**src/rtl/wm8960_pkg.sv**
```systemverilog
// Shared types and the WM8960 power-on register table.
// Readback states exist only when WM8960_INIT_READBACK_EN is defined.
package wm8960_pkg;

    localparam logic [6:0]  C_WM8960_ADDR   = 7'h1A;
    localparam int unsigned C_INIT_NUM_REGS = 8;
    localparam int unsigned C_IDX_W         = $clog2(C_INIT_NUM_REGS);

    typedef struct packed {
        logic [6:0] addr;
        logic [8:0] data;
    } init_entry_t;

    // Reset, power management, clocking, interface format, DAC volume, unmute.
    localparam init_entry_t C_INIT_TABLE [C_INIT_NUM_REGS] = '{
        '{7'h0F, 9'h000},
        '{7'h19, 9'h0C0},
        '{7'h1A, 9'h1F8},
        '{7'h2F, 9'h00C},
        '{7'h04, 9'h000},
        '{7'h07, 9'h002},
        '{7'h0A, 9'h1FF},
        '{7'h05, 9'h000}
    };

    typedef enum logic [3:0] {
        S_IDLE, S_POWERUP, S_ISSUE, S_WAIT_RSP, S_GAP, S_DONE, S_ERROR
`ifdef WM8960_INIT_READBACK_EN
        , S_RB_ISSUE, S_RB_WAIT
`endif
    } state_t;

    function automatic init_entry_t init_entry(input logic [7:0] idx);
        init_entry_t e;
        e = '0;
        if (idx < 8'(C_INIT_NUM_REGS)) begin
            e = C_INIT_TABLE[idx[C_IDX_W-1:0]];
        end
        return e;
    endfunction

endpackage

```
**src/rtl/wm8960_init_seq_if.sv**
```systemverilog
// Command and response streams between the init sequencer and the I2C master.
interface wm8960_init_seq_if;
    logic [6:0] cmd_device_address;
    logic       cmd_rd_wr;
    logic [6:0] cmd_register_address;
    logic [8:0] cmd_register_data;
    logic       cmd_valid;
    logic       cmd_ready;
    logic [8:0] rsp_register_data;
    logic [2:0] rsp_acks_received;
    logic       rsp_valid;
    logic       rsp_ready;

    modport master (
        output cmd_device_address, cmd_rd_wr, cmd_register_address, cmd_register_data, cmd_valid,
        input  cmd_ready,
        input  rsp_register_data, rsp_acks_received, rsp_valid,
        output rsp_ready
    );

    modport slave (
        input  cmd_device_address, cmd_rd_wr, cmd_register_address, cmd_register_data, cmd_valid,
        output cmd_ready,
        output rsp_register_data, rsp_acks_received, rsp_valid,
        input  rsp_ready
    );
endinterface

```
**src/rtl/wm8960_delay_cnt.sv**
```systemverilog
// Loadable 16-bit down-counter; done is high in the last cycle of the loaded interval.
module wm8960_delay_cnt (
    input  logic        clk,
    input  logic        reset,
    input  logic        load,
    input  logic [15:0] load_value,
    output logic        done
);
    logic [15:0] count_q, count_d;

    // A zero load would never expire, so it is stretched to a single cycle.
    always_comb begin
        count_d = count_q;
        if (load) begin
            count_d = (load_value == 16'd0) ? 16'd1 : load_value;
        end else if (count_q != 16'd0) begin
            count_d = count_q - 16'd1;
        end
    end

    always_ff @(posedge clk) begin
        if (!reset) count_q <= '0;
        else        count_q <= count_d;
    end

    assign done = (count_q == 16'd1);
endmodule

```
**src/rtl/wm8960_init_seq.sv**
```systemverilog
// Walks the WM8960 init table over the I2C command stream, with per-entry retries.
// Define WM8960_INIT_READBACK_EN to verify each write with a read of the same register.
module wm8960_init_seq
    import wm8960_pkg::*;
#(
    parameter logic [6:0] G_DEVICE_ADDRESS = C_WM8960_ADDR,
    parameter int         G_POWERUP_CYCLES = 1000,
    parameter int         G_GAP_CYCLES     = 100,
    parameter int         G_MAX_RETRIES    = 3
) (
    input  logic             clk,
    input  logic             reset,
    input  logic             enable,
    input  logic             start,
    output logic             busy,
    output logic             done,
    output logic             error,
    output logic [7:0]       fail_index,
    wm8960_init_seq_if.master bus
);
    localparam logic [15:0] C_PWR_LOAD = 16'(G_POWERUP_CYCLES);
    localparam logic [15:0] C_GAP_LOAD = 16'(G_GAP_CYCLES);
    localparam logic [7:0]  C_MAX_RTY  = 8'(G_MAX_RETRIES);
    localparam logic [7:0]  C_LAST_IDX = 8'(C_INIT_NUM_REGS);

    state_t      state_q, state_d;
    logic [7:0]  index_q, index_d;
    logic [7:0]  retry_q, retry_d;
    logic [7:0]  fail_q, fail_d;
    logic        run, cnt_load, cnt_done;
    logic [15:0] cnt_value;
    logic        issue_c, rd_c, rsp_rdy_c, attempt_ok, attempt_bad;
    init_entry_t entry;

    // Disable is folded into reset so every output drops in the same cycle.
    assign run   = reset & enable;
    assign entry = init_entry(index_q);

    wm8960_delay_cnt u_delay (
        .clk        (clk),
        .reset      (run),
        .load       (cnt_load),
        .load_value (cnt_value),
        .done       (cnt_done)
    );

    always_comb begin
        state_d     = state_q;
        index_d     = index_q;
        retry_d     = retry_q;
        fail_d      = fail_q;
        cnt_load    = 1'b0;
        cnt_value   = C_GAP_LOAD;
        issue_c     = 1'b0;
        rd_c        = 1'b0;
        rsp_rdy_c   = 1'b0;
        attempt_ok  = 1'b0;
        attempt_bad = 1'b0;
        case (state_q)
            S_IDLE, S_DONE, S_ERROR: begin
                if (start) begin
                    state_d   = S_POWERUP;
                    index_d   = '0;
                    retry_d   = '0;
                    fail_d    = '0;
                    cnt_load  = 1'b1;
                    cnt_value = C_PWR_LOAD;
                end
            end
            S_POWERUP: if (cnt_done) state_d = S_ISSUE;
            S_ISSUE: begin
                issue_c = 1'b1;
                if (bus.cmd_ready) state_d = S_WAIT_RSP;
            end
            S_WAIT_RSP: begin
                rsp_rdy_c = 1'b1;
                if (bus.rsp_valid) begin
                    if (bus.rsp_acks_received == 3'b111) begin
`ifdef WM8960_INIT_READBACK_EN
                        state_d = S_RB_ISSUE;
`else
                        attempt_ok = 1'b1;
`endif
                    end else begin
                        attempt_bad = 1'b1;
                    end
                end
            end
            S_GAP: if (cnt_done) state_d = (index_q == C_LAST_IDX) ? S_DONE : S_ISSUE;
`ifdef WM8960_INIT_READBACK_EN
            S_RB_ISSUE: begin
                issue_c = 1'b1;
                rd_c    = 1'b1;
                if (bus.cmd_ready) state_d = S_RB_WAIT;
            end
            S_RB_WAIT: begin
                rsp_rdy_c = 1'b1;
                if (bus.rsp_valid) begin
                    if (bus.rsp_acks_received == 3'b111 && bus.rsp_register_data == entry.data)
                        attempt_ok = 1'b1;
                    else
                        attempt_bad = 1'b1;
                end
            end
`endif
            default: state_d = S_IDLE;
        endcase

        // Both write and readback outcomes funnel into the same retry bookkeeping.
        if (attempt_ok) begin
            index_d  = index_q + 8'd1;
            retry_d  = '0;
            state_d  = S_GAP;
            cnt_load = 1'b1;
        end
        if (attempt_bad) begin
            if (retry_q < C_MAX_RTY) begin
                retry_d  = retry_q + 8'd1;
                state_d  = S_GAP;
                cnt_load = 1'b1;
            end else begin
                fail_d  = index_q;
                state_d = S_ERROR;
            end
        end
    end

    always_ff @(posedge clk) begin
        if (!run) begin
            state_q <= S_IDLE;
            index_q <= '0;
            retry_q <= '0;
            fail_q  <= '0;
        end else begin
            state_q <= state_d;
            index_q <= index_d;
            retry_q <= retry_d;
            fail_q  <= fail_d;
        end
    end

    assign bus.cmd_device_address   = G_DEVICE_ADDRESS;
    assign bus.cmd_valid            = run & issue_c;
    assign bus.cmd_rd_wr            = run & rd_c;
    assign bus.cmd_register_address = (run && issue_c) ? entry.addr : '0;
    assign bus.cmd_register_data    = (run && issue_c && !rd_c) ? entry.data : '0;
    assign bus.rsp_ready            = run & rsp_rdy_c;

    assign busy       = run && !(state_q inside {S_IDLE, S_DONE, S_ERROR});
    assign done       = run && (state_q == S_DONE);
    assign error      = run && (state_q == S_ERROR);
    assign fail_index = run ? fail_q : '0;

`ifndef WM8960_INIT_READBACK_EN
    logic unused_rsp_data;
    assign unused_rsp_data = ^bus.rsp_register_data;
`endif
endmodule

```
**src/flat_wrapper.sv**
```systemverilog
// flat-port wrapper written by rule: the top's interface ports become plain ports
module wm8960_init_seq_flat import wm8960_pkg::*;
#(
    parameter logic [6:0] G_DEVICE_ADDRESS = C_WM8960_ADDR,
    parameter int         G_POWERUP_CYCLES = 1000,
    parameter int         G_GAP_CYCLES     = 100,
    parameter int         G_MAX_RETRIES    = 3
)
  (clk, reset, enable, start, busy, done, error, fail_index, bus_cmd_device_address, bus_cmd_rd_wr, bus_cmd_register_address, bus_cmd_register_data, bus_cmd_valid, bus_cmd_ready, bus_rsp_register_data, bus_rsp_acks_received, bus_rsp_valid, bus_rsp_ready);
  wm8960_init_seq_if bus_i ();
  input  logic clk;
  input  logic reset;
  input  logic enable;
  input  logic start;
  output logic busy;
  output logic done;
  output logic error;
  output logic [7:0] fail_index;
  output wire logic [$bits(bus_i.cmd_device_address)-1:0] bus_cmd_device_address;
  output wire logic [$bits(bus_i.cmd_rd_wr)-1:0] bus_cmd_rd_wr;
  output wire logic [$bits(bus_i.cmd_register_address)-1:0] bus_cmd_register_address;
  output wire logic [$bits(bus_i.cmd_register_data)-1:0] bus_cmd_register_data;
  output wire logic [$bits(bus_i.cmd_valid)-1:0] bus_cmd_valid;
  input wire logic [$bits(bus_i.cmd_ready)-1:0] bus_cmd_ready;
  input wire logic [$bits(bus_i.rsp_register_data)-1:0] bus_rsp_register_data;
  input wire logic [$bits(bus_i.rsp_acks_received)-1:0] bus_rsp_acks_received;
  input wire logic [$bits(bus_i.rsp_valid)-1:0] bus_rsp_valid;
  output wire logic [$bits(bus_i.rsp_ready)-1:0] bus_rsp_ready;
  assign bus_cmd_device_address = bus_i.cmd_device_address;
  assign bus_cmd_rd_wr = bus_i.cmd_rd_wr;
  assign bus_cmd_register_address = bus_i.cmd_register_address;
  assign bus_cmd_register_data = bus_i.cmd_register_data;
  assign bus_cmd_valid = bus_i.cmd_valid;
  assign bus_i.cmd_ready = bus_cmd_ready;
  assign bus_i.rsp_register_data = bus_rsp_register_data;
  assign bus_i.rsp_acks_received = bus_rsp_acks_received;
  assign bus_i.rsp_valid = bus_rsp_valid;
  assign bus_rsp_ready = bus_i.rsp_ready;
  wm8960_init_seq #(.G_DEVICE_ADDRESS(G_DEVICE_ADDRESS), .G_POWERUP_CYCLES(G_POWERUP_CYCLES), .G_GAP_CYCLES(G_GAP_CYCLES), .G_MAX_RETRIES(G_MAX_RETRIES)) u_core (.clk(clk), .reset(reset), .enable(enable), .start(start), .busy(busy), .done(done), .error(error), .fail_index(fail_index), .bus(bus_i));
endmodule
```
**config.mk**
```make
export PLATFORM = sky130hd
export DESIGN_NAME = wm8960_init_seq_flat
export DESIGN_NICKNAME = d
export VERILOG_FILES = /design/src/rtl/wm8960_pkg.sv /design/src/rtl/wm8960_init_seq_if.sv /design/src/rtl/wm8960_delay_cnt.sv /design/src/rtl/wm8960_init_seq.sv /design/src/flat_wrapper.sv
export SDC_FILE = /design/constraint.sdc
export NUM_CORES = 1
export LEC_CHECK = 0
export BUFFER_PORTS_ARGS = -buffer_cell sky130_fd_sc_hd__buf_2
export CAP_MARGIN = 10
export CORE_AREA = 10 10 98 100
export CTS_BUF_LIST = sky130_fd_sc_hd__clkbuf_4 sky130_fd_sc_hd__clkbuf_8
export DETAILED_ROUTE_END_ITERATION = 6
export DIE_AREA = 0 0 108 110
export GPL_TIMING_DRIVEN = 0
export HOLD_SLACK_MARGIN = 0.15
export PLACE_DENSITY_LB_ADDON = 0.08
export SYNTH_ARGS = -nofsm -noshare
export SYNTH_HDL_FRONTEND = slang
export SYNTH_SLANG_ARGS = --single-unit
```
**constraint.sdc**
```tcl
create_clock -name clk -period 2.05 [get_ports clk]
set_clock_uncertainty 0.2 [all_clocks]
set_input_delay 0.41 -clock clk [delete_from_list [all_inputs] [get_ports clk]]
set_output_delay 0.41 -clock clk [all_outputs]
set_load 0.05 [all_outputs]
```
==> results.json, run 1 <==
{
  "report.final.slew_viol_count": 0,
  "synth_seq_cells": 43,
  "die_x_um": 108,
  "final_hold_viol_count": 0,
  "clockBufferDepth": 2,
  "crit_required_ns": 1.44,
  "setup_slack_ns": -0.470,
  "dp_cells": 443,
  "antenna_found_initial": 0,
  "routed_wl_um": 6380,
  "r2r_cells": 7,
  "core_area_sq_mm": 0.00765,
  "regToRegSetupSlack_ns": 0.13,
  "crit_buf_inv": 3,
  "p_leak_nw": 1.38,
  "worstSetupEndpointType": "output pin",
  "grt_usage_pct": 10.7,
  "fillCellCount": 771,
  "dp_hpwl_um": 4660,
  "cts_hold_buf": 0,
  "drive_gt1_share_pct": 37.1,
  "clk_pin_slew_ns": 0.08,
  "critPathArrivalTime_ns": 1.91,
  "path_max_fanout": 5,
  "synth.avg_cell_area_sq_um": 8.21,
  "drc": 0,
  "syn_inst": 298,
  "grt_max_degree": 14,
  "start_util_pct": 32.0,
  "rsz0062_at_grt": "true",
  "wl_met3_um": 368,
  "antennaDiodeCount": 0,
  "setup_violations": 15,
  "netlist_area_sq_mm": 0.00245,
  "critPathSlowestCell": "or4_4",
  "maxSlewHeadroom_pct": 66.9,
  "routabilityCongestion": 0.758,
  "worstMarginPinSlew_ns": 0.493,
  "layout.nets": 390,
  "cts_made_buffers": 5,
  "path_cells": "or4_4 -> nor2_4 -> nand2_4 -> clkbuf_16 -> nor2_4 -> buf_6 -> buf_8",
  "p_per_area_mw_per_mm2": 574,
  "clk_latency_ns": 0.30,
  "cts.sinks": 43,
  "path_delay_family": "simple AND/OR/NAND/NOR gates",
  "drv_cap": 0,
  "synthArstFlopShare_pct": 0,
  "min-delay-start": "u_core.retry_q[5]",
  "period_share_pct": 123,
  "violations": "setup timing",
  "synth_edf_count": 0,
  "cts_tree": "yes",
  "placement.io_buffers": 36,
  "seq_area_frac_synth_pct": 35.2,
  "yosys_warnings": 0,
  "grt_first_pass_wirelength_um": 10600,
  "layout_min_cycle_time_ns": 2.52,
  "final_cell_mix": "37 x nor2_1, 33 x dfxtp_1, 26 x buf_4",
  "reg2reg_to": "u_core.u_delay.count_q[8]",
  "totalPowerFinal_w": 0.00195,
  "antenna_left": 0,
  "slowest_delay_ns": 0.56,
  "wl_met2_um": 2950,
  "grt.overflow.total": 0,
  "syn2layout_area_growth_pct": 38.8,
  "die-area_sq_mm": 0.0119,
  "layout_commonest_cell": "nor2_1",
  "met1_length_um": 2990,
  "synth_ff_type": "dfxtp_1",
  "yosysUniqueCellTypes": 55,
  "max-vdd-ir-drop_mv": 0.357,
  "crit_type": "reg2out",
  "fmax_ghz": 0.397,
  "hold_depth": 1,
  "highest_layer": "met4",
  "cp_common_cell": "nor2_4",
  "root_buffer": "clkbuf_8",
  "tns_ns": -5.77,
  "start_kind": "flip-flop",
  "min_to": "u_core.retry_q[5]",
  "hp-class": "reg2reg",
  "cts_max_level": 2,
  "num_io_pins": 55,
  "drt_iter0_markers": 96,
  "reg2reg_from": "u_core.u_delay.count_q[0]",
  "grt_pass1_vias": 2116,
  "status": "finished, violations left",
  "num_rows": 32,
  "first_pass_iters": 4,
  "avgViaCountPerCell": 4.79,
  "vias": 2230,
  "routedWlPerCell_um": 13.7,
  "fin_cells": 466,
  "die_y_um": 110,
  "final_util_pct": 44.4
}
## Yosys cell counts (2+ instances only)
cell type | count | area [sq um]
inv_1 | 9 | 33.8
nor3_2 | 2 | 20.0
xnor2_1 | 10 | 87.6
or3_1 | 4 | 25.0
nor3_1 | 8 | 40.0
nand2_1 | 24 | 90.1
nor4_1 | 3 | 18.8
a21o_1 | 2 | 15.0
and2_1 | 9 | 56.3
o21ai_0 | 7 | 35.0
nand2b_1 | 4 | 25.0
buf_4 | 13 | 97.6
o31ai_1 | 2 | 15.0
xor2_1 | 4 | 35.0
dfxtp_1 | 43 | 861
conb_1 | 2 | 7.51
buf_2 | 2 | 10.0
and3_1 | 14 | 87.6
nand3b_1 | 4 | 30.0
a22oi_1 | 9 | 67.6
nor2_1 | 47 | 176
clkbuf_1 | 4 | 15.0
a21oi_1 | 18 | 90.1
a31oi_1 | 5 | 31.3
ha_1 | 9 | 113
mux2i_1 | 2 | 20.0
nand4_1 | 2 | 12.5
buf_6 | 2 | 22.5
nand3_1 | 8 | 40.0
## logic make-up after synthesis
kind of cell               count (synthesis)  share of synthesized area [%]
and+or+nand+nor                          144                           31.5
AOI/OAI and AO/OA                         53                           14.6
DFF                                       43                           35.2
buffers and inverters                     30                           7.31
xor gates and xnor gates                  15                           5.68
adders and majority gates                  9                           4.60
other                                      2                          0.307
muxes                                      2                          0.818
## report_power, final
group          total (W)  leakage, nW  switching (W)  internal [W]
combinational   0.000510        0.983       0.000301      0.000208
sequential      0.000897        0.354      0.0000367      0.000860
clock           0.000542       0.0446       0.000291      0.000252
total            0.00195         1.38       0.000629       0.00132
## layout make-up
class	count	area [sq um]	share of cell area, %
buffer	21	195	5.75
clock buffer	6	76.3	2.25
clock inverter	2	12.5	0.369
inverter	9	33.8	0.995
multi-input combinational	232	1630	48.0
sequential	43	881	25.9
tap	102	128	3.76
timing repair buffer	51	439	12.9
## flip-flops by register name (all words and copies together) (netlist names)
name	count
u_core.fail_q	8
u_core.u_delay.count_q	16
u_core.index_q	8
u_core.state_q	3
u_core.retry_q	8
## worst max path at each step
stage	from	to	slack (ns)	depth (start not counted)
detailed placement	u_core.index_q[4]	bus_cmd_register_data[5]	-0.43	7
global route	u_core.index_q[7]	bus_cmd_register_data[8]	-0.55	7
finish	u_core.index_q[7]	bus_cmd_register_data[8]	-0.47	7
global placement	u_core.index_q[4]	bus_cmd_register_data[8]	-0.42	7
floorplan	u_core.state_q[2]	bus_cmd_register_data[5]	-0.56	7
CTS	u_core.index_q[7]	bus_cmd_register_data[5]	-0.49	7
## per-stage QoR
| step | hold WS (ns) | setup slack (ns) | cell area (sq um) |
|---|---|---|---|
| after floorplan | 0.230 | -0.559 | 2570 |
| after global placement | 0.243 | -0.418 | 2880 |
| after detailed placement | 0.247 | -0.433 | 2880 |
| after CTS | 0.269 | -0.495 | 3220 |
| after global routing | 0.297 | -0.552 | 3390 |
| final | 0.265 | -0.470 | 3390 |
## layer usage
| metal | global-route usage, % | vias to the layer above |
|---|---|---|
| met4 | 3.34 | 0 |
| met3 | 2.73 | 6 |
| met5 | 0 | - |
| li1 | - | 1147 |
| met2 | 17.1 | 42 |
| met1 | 14.0 | 1035 |
## worst reg2reg max path: stages, from the launching register on
cell and delay [ns]:
dfxtp_2 0.36, inv_1 0.09, ha_2 0.21, or3b_4 0.42, nor3b_2 0.21, xor2_1 0.16
nand2_1 0.06, a21oi_1 0.14
## repair_timing
| action | CTS | global route |
|---|---|---|
| setup endpoints to repair | 33 | 51 |
| buffers inserted | 2 | 12 |
| gates cloned | 1 | 0 |
| pin swaps | 4 | 8 |
| resized for setup | 65 | 25 |
Power figures use the tool's default switching activity.
==> run 2, diff against run 1 <==
--- a/config.mk
+++ b/config.mk
@@ -5,15 +5,18 @@
 export SDC_FILE = /design/constraint.sdc
 export NUM_CORES = 1
 export LEC_CHECK = 0
-export BUFFER_PORTS_ARGS = -buffer_cell sky130_fd_sc_hd__buf_2
 export CAP_MARGIN = 10
+export CELL_PAD_IN_SITES_DETAIL_PLACEMENT = 1
+export CELL_PAD_IN_SITES_GLOBAL_PLACEMENT = 2
 export CORE_AREA = 10 10 98 100
 export CTS_BUF_LIST = sky130_fd_sc_hd__clkbuf_4 sky130_fd_sc_hd__clkbuf_8
 export DETAILED_ROUTE_END_ITERATION = 6
 export DIE_AREA = 0 0 108 110
+export DONT_BUFFER_PORTS = 1
 export GPL_TIMING_DRIVEN = 0
 export HOLD_SLACK_MARGIN = 0.15
 export PLACE_DENSITY_LB_ADDON = 0.08
+export REMOVE_ABC_BUFFERS = 1
 export SYNTH_ARGS = -nofsm -noshare
 export SYNTH_HDL_FRONTEND = slang
 export SYNTH_SLANG_ARGS = --single-unit
==> run 2 against run 1 <==
Effect of this change: the flow still finishes with violations (setup timing); worst hold slack lost 0.016 ns; total power rose by 0.14%; register-to-register slack got worse by 0.09 ns; fmax shrank 10%; combinational power decreased by 4.3%; final cell count is 11% lower; utilization decreased by 5.3 points; sequential share of layout area rose by 3.6 points; count of clock-buffer cells in the layout is the same; setup slack lost 0.28 ns; flip-flop and latch count is the same; non-clock buffer count decreased by 53.
==> results.json, run 2 (synthesis gave the netlist of run 1 again) <==
{
  "cts_tree": "yes",
  "largest_register_ff_count": 16,
  "worstMarginPinSlew_ns": 0.905,
  "fmax_ghz": 0.357,
  "tns_ns": -9.28,
  "path_cells": "or4_4 -> nor2_4 -> nand2_4 -> nor2_4",
  "clockBufferDepth": 2,
  "worstSetupEndpointType": "output pin",
  "maxSlewHeadroom_pct": 39.5,
  "grt_max_degree": 26,
  "crit_required_ns": 1.44,
  "largest_register": "u_core.u_delay.count_q",
  "routabilityCongestion": 0.734,
  "status": "finished, violations left",
  "first_pass_iters": 4,
  "layout_min_cycle_time_ns": 2.80,
  "num_rows": 32,
  "hp-class": "in2reg",
  "seqPwrFrac_pct": 46.4,
  "die_y_um": 110,
  "slowest_delay_ns": 0.72,
  "grt_usage_pct": 11.8,
  "final_cell_mix": "35 x nor2_1, 33 x dfxtp_1, 22 x nand2_1",
  "rsz0062_at_grt": "true",
  "drc": 0,
  "start_kind": "flip-flop",
  "dp_cells": 387,
  "clk_latency_ns": 0.30,
  "internal_power_w": 0.00130,
  "fillCellCount": 884,
  "netSwitchingFraction_pct": 33.3,
  "critPathArrivalTime_ns": 2.19,
  "final_hold_viol_count": 0,
  "grt_first_pass_wirelength_um": 11400,
  "drive_gt1_share_pct": 26.3,
  "p_per_area_mw_per_mm2": 652,
  "cts_max_level": 2,
  "switching_power_w": 0.000650,
  "grt.overflow.total": 0,
  "routed_wl_um": 6850,
  "antenna_left": 0,
  "cts_made_buffers": 5,
  "routedWlPerCell_um": 16.5,
  "dp_hpwl_um": 4680,
  "placement.io_buffers": 0,
  "root_buffer": "clkbuf_8",
  "layout.nets": 338,
  "max-vdd-ir-drop_mv": 0.342,
  "period_share_pct": 137,
  "vias": 2102,
  "syn2layout_area_growth_pct": 22.3,
  "drt_iter0_markers": 49,
  "critPathSlowestCell": "nor2_4",
  "clk_pin_slew_ns": 0.09,
  "pwr-share-comb_pct": 25.0,
  "antenna_found_initial": 0,
  "cp_common_cell": "nor2_4",
  "power.share.clock_pct": 28.6,
  "core_area_sq_mm": 0.00765,
  "fin_cells": 414,
  "violations": "setup timing",
  "avgViaCountPerCell": 5.08,
  "cts.sinks": 43,
  "p_leak_nw": 1.08,
  "layout_commonest_cell": "nor2_1",
  "report.final.slew_viol_count": 0,
  "drv_cap": 0,
  "crit_type": "reg2out",
  "start_util_pct": 32.0,
  "setup_violations": 15,
  "setup_slack_ns": -0.749,
  "num_io_pins": 55,
  "path_max_fanout": 3,
  "die-area_sq_mm": 0.0119,
  "antennaDiodeCount": 0,
  "grt_pass1_vias": 2243,
  "die_x_um": 108
}
## run 2: worst paths after layout
| path | start | endpoint | slack (ns) | depth (start not counted) |
|---|---|---|---|---|
| hold reg to reg | u_core.retry_q[7] | u_core.retry_q[7] | 0.27 | 1 |
| setup reg to reg | u_core.index_q[5] | u_core.state_q[0] | 0.04 | 6 |
| hold / removal | bus_rsp_valid | u_core.state_q[2] | 0.25 | 3 |
| setup / recovery | u_core.index_q[5] | bus_cmd_register_data[5] | -0.75 | 4 |
## run 2: per-layer routing
layer  part of all wire (%)  track usage (%)  vias to the layer above
li1                       -                -                     1050
met1                     44             14.1                     1011
met2                     50             20.5                       31
met3                    4.4             2.67                       10
met4                    1.4             4.01                        0
met5                      0                0                        -
## run 2: worst max-delay path: cells and delay by family (launching register included)
kind	cells	cell delay (ns)
flops	1	0.35
simple gates	4	1.53
## run 2: timing repair
item / in CTS / in global routing
endpoints found under the setup margin: 62 / 42
pin swaps: 11 / 8
setup buffers: 15 / 4
endpoints found under the hold margin: 1 / 0
resized for setup: 46 / 25
hold buffers: 1 / 0
gates cloned: 1 / 0
## run 2: metrics by stage
stage	power [W]	util, %	setup WS [ns]	area (sq um)	hold WS (ns)
after floorplan	0.00127	-	-3.01	2330	0.230
after global placement	0.00136	32.1	-3.97	2450	0.245
after detailed placement	0.00136	32.5	-1.37	2490	0.250
after CTS	0.00196	37.6	-0.747	2880	0.236
after global routing	0.00208	39.1	-0.823	2990	0.259
final	0.00195	39.1	-0.749	2990	0.249
## run 2: area by class of cell
| class | count | area [sq um] | share of cell area, % |
|---|---|---|---|
| clock buffer | 6 | 76.3 | 2.55 |
| clock inverter | 2 | 12.5 | 0.418 |
| inverter | 9 | 33.8 | 1.13 |
| tap | 102 | 128 | 4.27 |
| multi-input combinational | 233 | 1690 | 56.4 |
| sequential | 43 | 883 | 29.5 |
| timing repair buffer | 19 | 171 | 5.73 |
## run 2: power groups by stage
stage               Combinational [W]  Sequential [W]  Clock, W
floorplan                    0.000355        0.000911         0
global placement             0.000438        0.000919         0
detailed placement           0.000439        0.000920         0
CTS                          0.000466        0.000903  0.000590
global route                 0.000541        0.000911  0.000631
finish                       0.000488        0.000904  0.000558
